## src/rtl/keyfile_reader_snap.sv

```systemverilog
// Peripheral-bus reader that snapshots the 64-bit keyfile and folds it into a 16-bit rotate/XOR checksum.
// Optional one-cycle completion interrupt is built only when KEYFILE_IRQ_EN is defined.
module keyfile_reader_snap #(
  parameter logic [14:0] BASE_ADDR = 15'h00C0,
  parameter int          DEC_WD    = 4
) (
  input  logic        mclk,
  input  logic        puc_rst_n,
  input  logic [13:0] per_addr,
  input  logic [15:0] per_din,
  input  logic        per_en,
  input  logic [1:0]  per_we,
  input  logic [63:0] key_data_in,
  output logic [15:0] per_dout
`ifdef KEYFILE_IRQ_EN
  ,
  output logic        key_irq
`endif
);

  localparam int IDX_W = DEC_WD - 1;

  typedef enum logic [2:0] {
    S_IDLE,
    S_W0,
    S_W1,
    S_W2,
    S_W3
  } state_e;

  state_e      state_q, state_d;
  logic [63:0] snap_q, snap_d;
  logic [15:0] csum_q, csum_d;
  logic        valid_q, valid_d;
  logic        locked_q, locked_d;
  logic        chg_q, chg_d;
`ifdef KEYFILE_IRQ_EN
  logic        irq_q, irq_d;
`endif

  logic             reg_sel;
  logic [IDX_W-1:0] reg_idx;
  logic             reg_wr;
  logic             reg_rd;
  logic             ctrl_wr;
  logic             load_req;
  logic             clr_req;
  logic             busy;
  logic [15:0]      cur_word;
  logic [15:0]      csum_step;
  logic [15:0]      status_val;
  logic [15:0]      rd_val;
  logic [15:0]      snap_word [4];
  logic             unused_din;

  // Word-addressed decode: upper address bits select the 16-byte window, low bits the register.
  assign reg_sel = per_en & (per_addr[13:IDX_W] == BASE_ADDR[14:DEC_WD]);
  assign reg_idx = per_addr[IDX_W-1:0];
  assign reg_wr  = reg_sel & (|per_we);
  assign reg_rd  = reg_sel & ~(|per_we);
  assign ctrl_wr = reg_wr & (reg_idx == '0);

  // CLR outranks LOAD in the same write; the lock blocks both.
  assign load_req = ctrl_wr & per_din[0] & ~per_din[2] & ~locked_q;
  assign clr_req  = ctrl_wr & per_din[2] & ~locked_q;

  assign busy       = (state_q != S_IDLE);
  assign unused_din = &{1'b0, per_din[15:3]};

  for (genvar gi = 0; gi < 4; gi++) begin : g_word
    assign snap_word[gi] = snap_q[63-16*gi -: 16];
  end

  always_comb begin
    cur_word = 16'h0000;
    case (state_q)
      S_W0:    cur_word = snap_word[0];
      S_W1:    cur_word = snap_word[1];
      S_W2:    cur_word = snap_word[2];
      S_W3:    cur_word = snap_word[3];
      default: cur_word = 16'h0000;
    endcase
  end

  assign csum_step = {csum_q[14:0], csum_q[15]} ^ cur_word;

  always_comb begin
    state_d  = state_q;
    snap_d   = snap_q;
    csum_d   = csum_q;
    valid_d  = valid_q;
    locked_d = locked_q | (ctrl_wr & per_din[1]);
    chg_d    = (key_data_in != snap_q);
`ifdef KEYFILE_IRQ_EN
    irq_d    = 1'b0;
`endif

    case (state_q)
      S_IDLE: begin
        if (load_req) begin
          snap_d  = key_data_in;
          csum_d  = 16'h0000;
          valid_d = 1'b0;
          state_d = S_W0;
        end
      end
      S_W0: begin
        csum_d  = csum_step;
        state_d = S_W1;
      end
      S_W1: begin
        csum_d  = csum_step;
        state_d = S_W2;
      end
      S_W2: begin
        csum_d  = csum_step;
        state_d = S_W3;
      end
      S_W3: begin
        csum_d  = csum_step;
        valid_d = 1'b1;
        state_d = S_IDLE;
`ifdef KEYFILE_IRQ_EN
        irq_d   = 1'b1;
`endif
      end
      default: state_d = S_IDLE;
    endcase

    // Clear aborts a capture in flight, including one about to complete.
    if (clr_req) begin
      snap_d  = 64'h0;
      csum_d  = 16'h0000;
      valid_d = 1'b0;
      state_d = S_IDLE;
`ifdef KEYFILE_IRQ_EN
      irq_d   = 1'b0;
`endif
    end
  end

  always_ff @(posedge mclk or negedge puc_rst_n) begin
    if (!puc_rst_n) begin
      state_q  <= S_IDLE;
      snap_q   <= 64'h0;
      csum_q   <= 16'h0000;
      valid_q  <= 1'b0;
      locked_q <= 1'b0;
      chg_q    <= 1'b0;
`ifdef KEYFILE_IRQ_EN
      irq_q    <= 1'b0;
`endif
    end else begin
      state_q  <= state_d;
      snap_q   <= snap_d;
      csum_q   <= csum_d;
      valid_q  <= valid_d;
      locked_q <= locked_d;
      chg_q    <= chg_d;
`ifdef KEYFILE_IRQ_EN
      irq_q    <= irq_d;
`endif
    end
  end

  assign status_val = {12'h000, chg_q, locked_q, valid_q, busy};

  always_comb begin
    rd_val = 16'h0000;
    case (reg_idx)
      IDX_W'(1): rd_val = status_val;
      IDX_W'(2): rd_val = snap_word[0];
      IDX_W'(3): rd_val = snap_word[1];
      IDX_W'(4): rd_val = snap_word[2];
      IDX_W'(5): rd_val = snap_word[3];
      IDX_W'(6): rd_val = csum_q;
      default:   rd_val = 16'h0000;
    endcase
  end

  assign per_dout = reg_rd ? rd_val : 16'h0000;

`ifdef KEYFILE_IRQ_EN
  assign key_irq = irq_q;
`endif

endmodule

```

## config.mk

```make
export PLATFORM = sky130hd
export DESIGN_NAME = keyfile_reader_snap
export DESIGN_NICKNAME = d
export VERILOG_FILES = /design/src/rtl/keyfile_reader_snap.sv
export SDC_FILE = /design/constraint.sdc
export NUM_CORES = 1
export LEC_CHECK = 0
export CORE_MARGIN = 2
export CORE_UTILIZATION = 55
export DETAILED_ROUTE_END_ITERATION = 8
export DONT_BUFFER_PORTS = 1
export HOLD_SLACK_MARGIN = 0.06
export PLACE_DENSITY = 0.69
export SETUP_SLACK_MARGIN = 0.15
export SYNTH_ARGS = -nofsm -noshare
export SYNTH_HDL_FRONTEND = slang
export SYNTH_SLANG_ARGS = --single-unit
```

## constraint.sdc

```tcl
create_clock -name mclk -period 3.6 [get_ports mclk]
set_input_delay 0.72 -clock mclk [delete_from_list [all_inputs] [get_ports mclk]]
set_output_delay 0.72 -clock mclk [all_outputs]
set_load 0.05 [all_outputs]
```

==> qor.yml <==
final_nets: 829
fillers: 958
clock_sinks: 86
synthCells: 762
wl_um: 19400
setup_viol: 0
power_frac_comb_pct: 39.2
overflow: 0
avgRoutedWirePerCell_um: 22.2
finalHoldViolCount: 0
seq_area_frac_synth_pct: 35.6
postCtsSetupBuffers: 0
cts_tree: "yes"
crit_fanout: 16
yosysWarnings: 0
fp-row-count: 38
grt_usage_pct: 33.9
cts_buffer_depth: 2
worst_slew_pin_slew_ps: 940
hold_path_class: "in -> async"
finalNonFillerCells: 875
htree_levels: 3
numCtsBuffers: 9
maxCapViolCount: 0
fin_ws_ps: 720
totalPowerFinal_mw: 3.00
p_per_area_nw_per_um2: 467
area_delta_synth_final_pct: 6.10
cp.arrival_ps: 2160
critPathMostFrequentCell: "buf_4"
worstSetupPathType: "in -> out"
finClkSkew_ps: 12.1
slowest_stage: "and3_1"
antenna_found_initial: 0
die_h_um: 109
grtUsageMet2_pct: 49.6
synthDistinctLibCells: 44
mostFrequentLayoutCells: "175 x nand2_1, 86 x dfrtp_1, 78 x xnor2_1"
coreArea_um2: 10800
dieArea_um2: 11900
rsz0062_at_grt: "false"
p_sw_mw: 1.27
synth_fp_nets: 861
seq_area_um2: 2150
pwr-share-seq_pct: 39.1
grt_max_degree: 87
cp_cell_sequence: "nor4b_2 -> and3_1 -> nand4b_1 -> buf_4 -> a211oi_2 -> buf_4"
first_iter_violations: 539
use_met1_pct: 47.1
clk_pin_slew_ps: 100
syn-mean-instance-area_um2: 7.94
slew_viol_final: 0
multi_input_area_um2: 3670
die_w_um: 109
status: "completed"
period_minus_slack_ps: 2880
relSlewSlack_pct: 36.8
dr.pass1.iters: 8
max-vdd-ir-drop_uv: 379
viasPerCell: 6.64
p_sw_share_pct: 42.2
cts-resized-gates: 0
drive_gt1_share_pct: 11.4
worst_setup_path_end_kind: "primary output"
slowest_delay_ps: 300
numPortBuffers: 0
use_met3_pct: 7.95
ant_nets: 0
top_usage_layer: "met2"
dp_slack_ps: 733
final_common_cell: "nand2_1"
syn_area_um2: 6050
finalCritPeriodShare_pct: 80.0
vias: 5807
gp_congestion: 0.959
ys_ff_latch: 86
drc: 0
diodes: 0
cts_hold_buf: 1
p_int_mw: 1.73
startpoint_type: "input pin"
leakagePower_nw: 2.47
dp_cells: 858
dpl.hpwl_um: 13600
io_pins: 115
cts_root_buf: "clkbuf_8"
p_clk_share_pct: 21.7
clk_latency_ps: 370
clock.fmax_mhz: 347
cp.required_ps: 2880
finalSetupTns_ps: 0
grt_pass1_vias: 5325
holdWs_ps: 218
start_util_pct: 56.1
grt_pass1_wl_um: 30200
## worst paths after layout
| kind | startpoint | end | slack [ps] | depth (start not counted) |
|---|---|---|---|---|
| setup / recovery | per_addr[4] | per_dout[4] | 720 | 6 |
| hold / removal | puc_rst_n | state_q[1] | 220 | 1 |
| setup reg to reg | state_q[1] | csum_q[5] | 1130 | 5 |
| hold reg to reg | snap_q[39] | snap_q[39] | 570 | 2 |
| max in group asynchronous | puc_rst_n | snap_q[36] | 2990 | 1 |
| min in group mclk | key_data_in[55] | snap_q[55] | 450 | 2 |
## final cells by class
| type | count | share of cell area, % |
|---|---|---|
| Clock buffer | 10 | 1.99 |
| Clock inverter | 6 | 0.701 |
| Inverter | 3 | 0.175 |
| Multi-Input combinational cell | 601 | 57.2 |
| Sequential cell | 86 | 33.5 |
| Tap cell | 140 | 2.73 |
| Timing Repair Buffer | 29 | 3.70 |
## cell usage after synthesis
| library cell | count | area (um^2) |
|---|---|---|
| a32o_1 | 12 | 120 |
| nor3_1 | 15 | 75.1 |
| a211oi_1 | 15 | 113 |
| o221ai_1 | 2 | 17.5 |
| and3_1 | 2 | 12.5 |
| nand3_1 | 28 | 140 |
| inv_1 | 2 | 7.51 |
| nand4b_1 | 1 | 8.76 |
| nor4_1 | 6 | 37.5 |
| o32ai_1 | 13 | 114 |
| buf_6 | 2 | 22.5 |
| xnor2_1 | 78 | 683 |
| a22oi_1 | 13 | 97.6 |
| nor2_2 | 1 | 6.26 |
| and4bb_1 | 1 | 12.5 |
| dfrtp_1 | 86 | 2150 |
| nor2b_1 | 5 | 31.3 |
| mux2_2 | 15 | 169 |
| a31o_2 | 2 | 17.5 |
| nand2_1 | 175 | 657 |
| buf_2 | 7 | 35.0 |
| and2_1 | 1 | 6.26 |
| or4_1 | 2 | 15.0 |
| buf_1 | 12 | 45.0 |
| nor4b_2 | 1 | 15.0 |
| nor4bb_1 | 1 | 10.0 |
| xor2_1 | 3 | 26.3 |
| inv_2 | 1 | 3.75 |
| nor2_1 | 20 | 75.1 |
| nor4_2 | 1 | 12.5 |
| nand4_1 | 19 | 119 |
| clkbuf_1 | 51 | 191 |
| or3_1 | 1 | 6.26 |
| and3_4 | 1 | 11.3 |
| a221oi_1 | 14 | 123 |
| mux4_2 | 1 | 22.5 |
| nand2b_1 | 1 | 6.26 |
| a31oi_1 | 3 | 18.8 |
| o21ai_1 | 66 | 330 |
| o21ai_0 | 27 | 135 |
| mux2i_1 | 8 | 80.1 |
| o22ai_1 | 14 | 87.6 |
| a22o_1 | 5 | 43.8 |
| a21oi_1 | 28 | 140 |
## power groups by stage
stage          sequential [mW]  clock [mW]  combinational, mW
5_1_grt                   1.19       0.693               1.29
6_report                  1.17       0.651               1.18
3_5_place_dp              1.19           0               1.12
4_1_cts                   1.17       0.650               1.15
3_3_place_gp              1.18           0               1.09
2_1_floorplan             1.07           0               1.02
## metrics by stage
| stage | area [um^2] | utilization [%] |
|---|---|---|
| after detailed placement | 6220 | 57.7 |
| after CTS | 6420 | 59.5 |
| after global placement | 6220 | 57.7 |
| after global routing | 6420 | 59.5 |
| after floorplan | 6050 | - |
| final | 6420 | 59.5 |
## flip-flops by register name, summed over array words and instances, names as in the netlist
name	cells
csum_q	16
valid_q	1
chg_q	1
state_q	3
locked_q	1
snap_q	64
## per-layer routing
layer  vias up  wire length (um)
met4         0               728
li1       2668                 -
met1      2746              7890
met5         -                 0
met3        50              2060
met2       343              8720
## worst max-delay path: cells and delay by family
family / cells / cell delay (ps)
simple gates: 3 / 710
compound gates: 1 / 240
buf+inv: 2 / 480
## cell families after synthesis
| group | after synthesis | synth area share [%] |
|---|---|---|
| buffers and inverters | 75 | 5.04 |
| AO/OA/AOI/OAI | 214 | 22.4 |
| flip-flops | 86 | 35.6 |
| multiplexers | 24 | 4.49 |
| XOR/XNOR | 81 | 11.7 |
| AND/OR/NAND/NOR | 282 | 20.8 |
(Power assumes the default switching activity.)
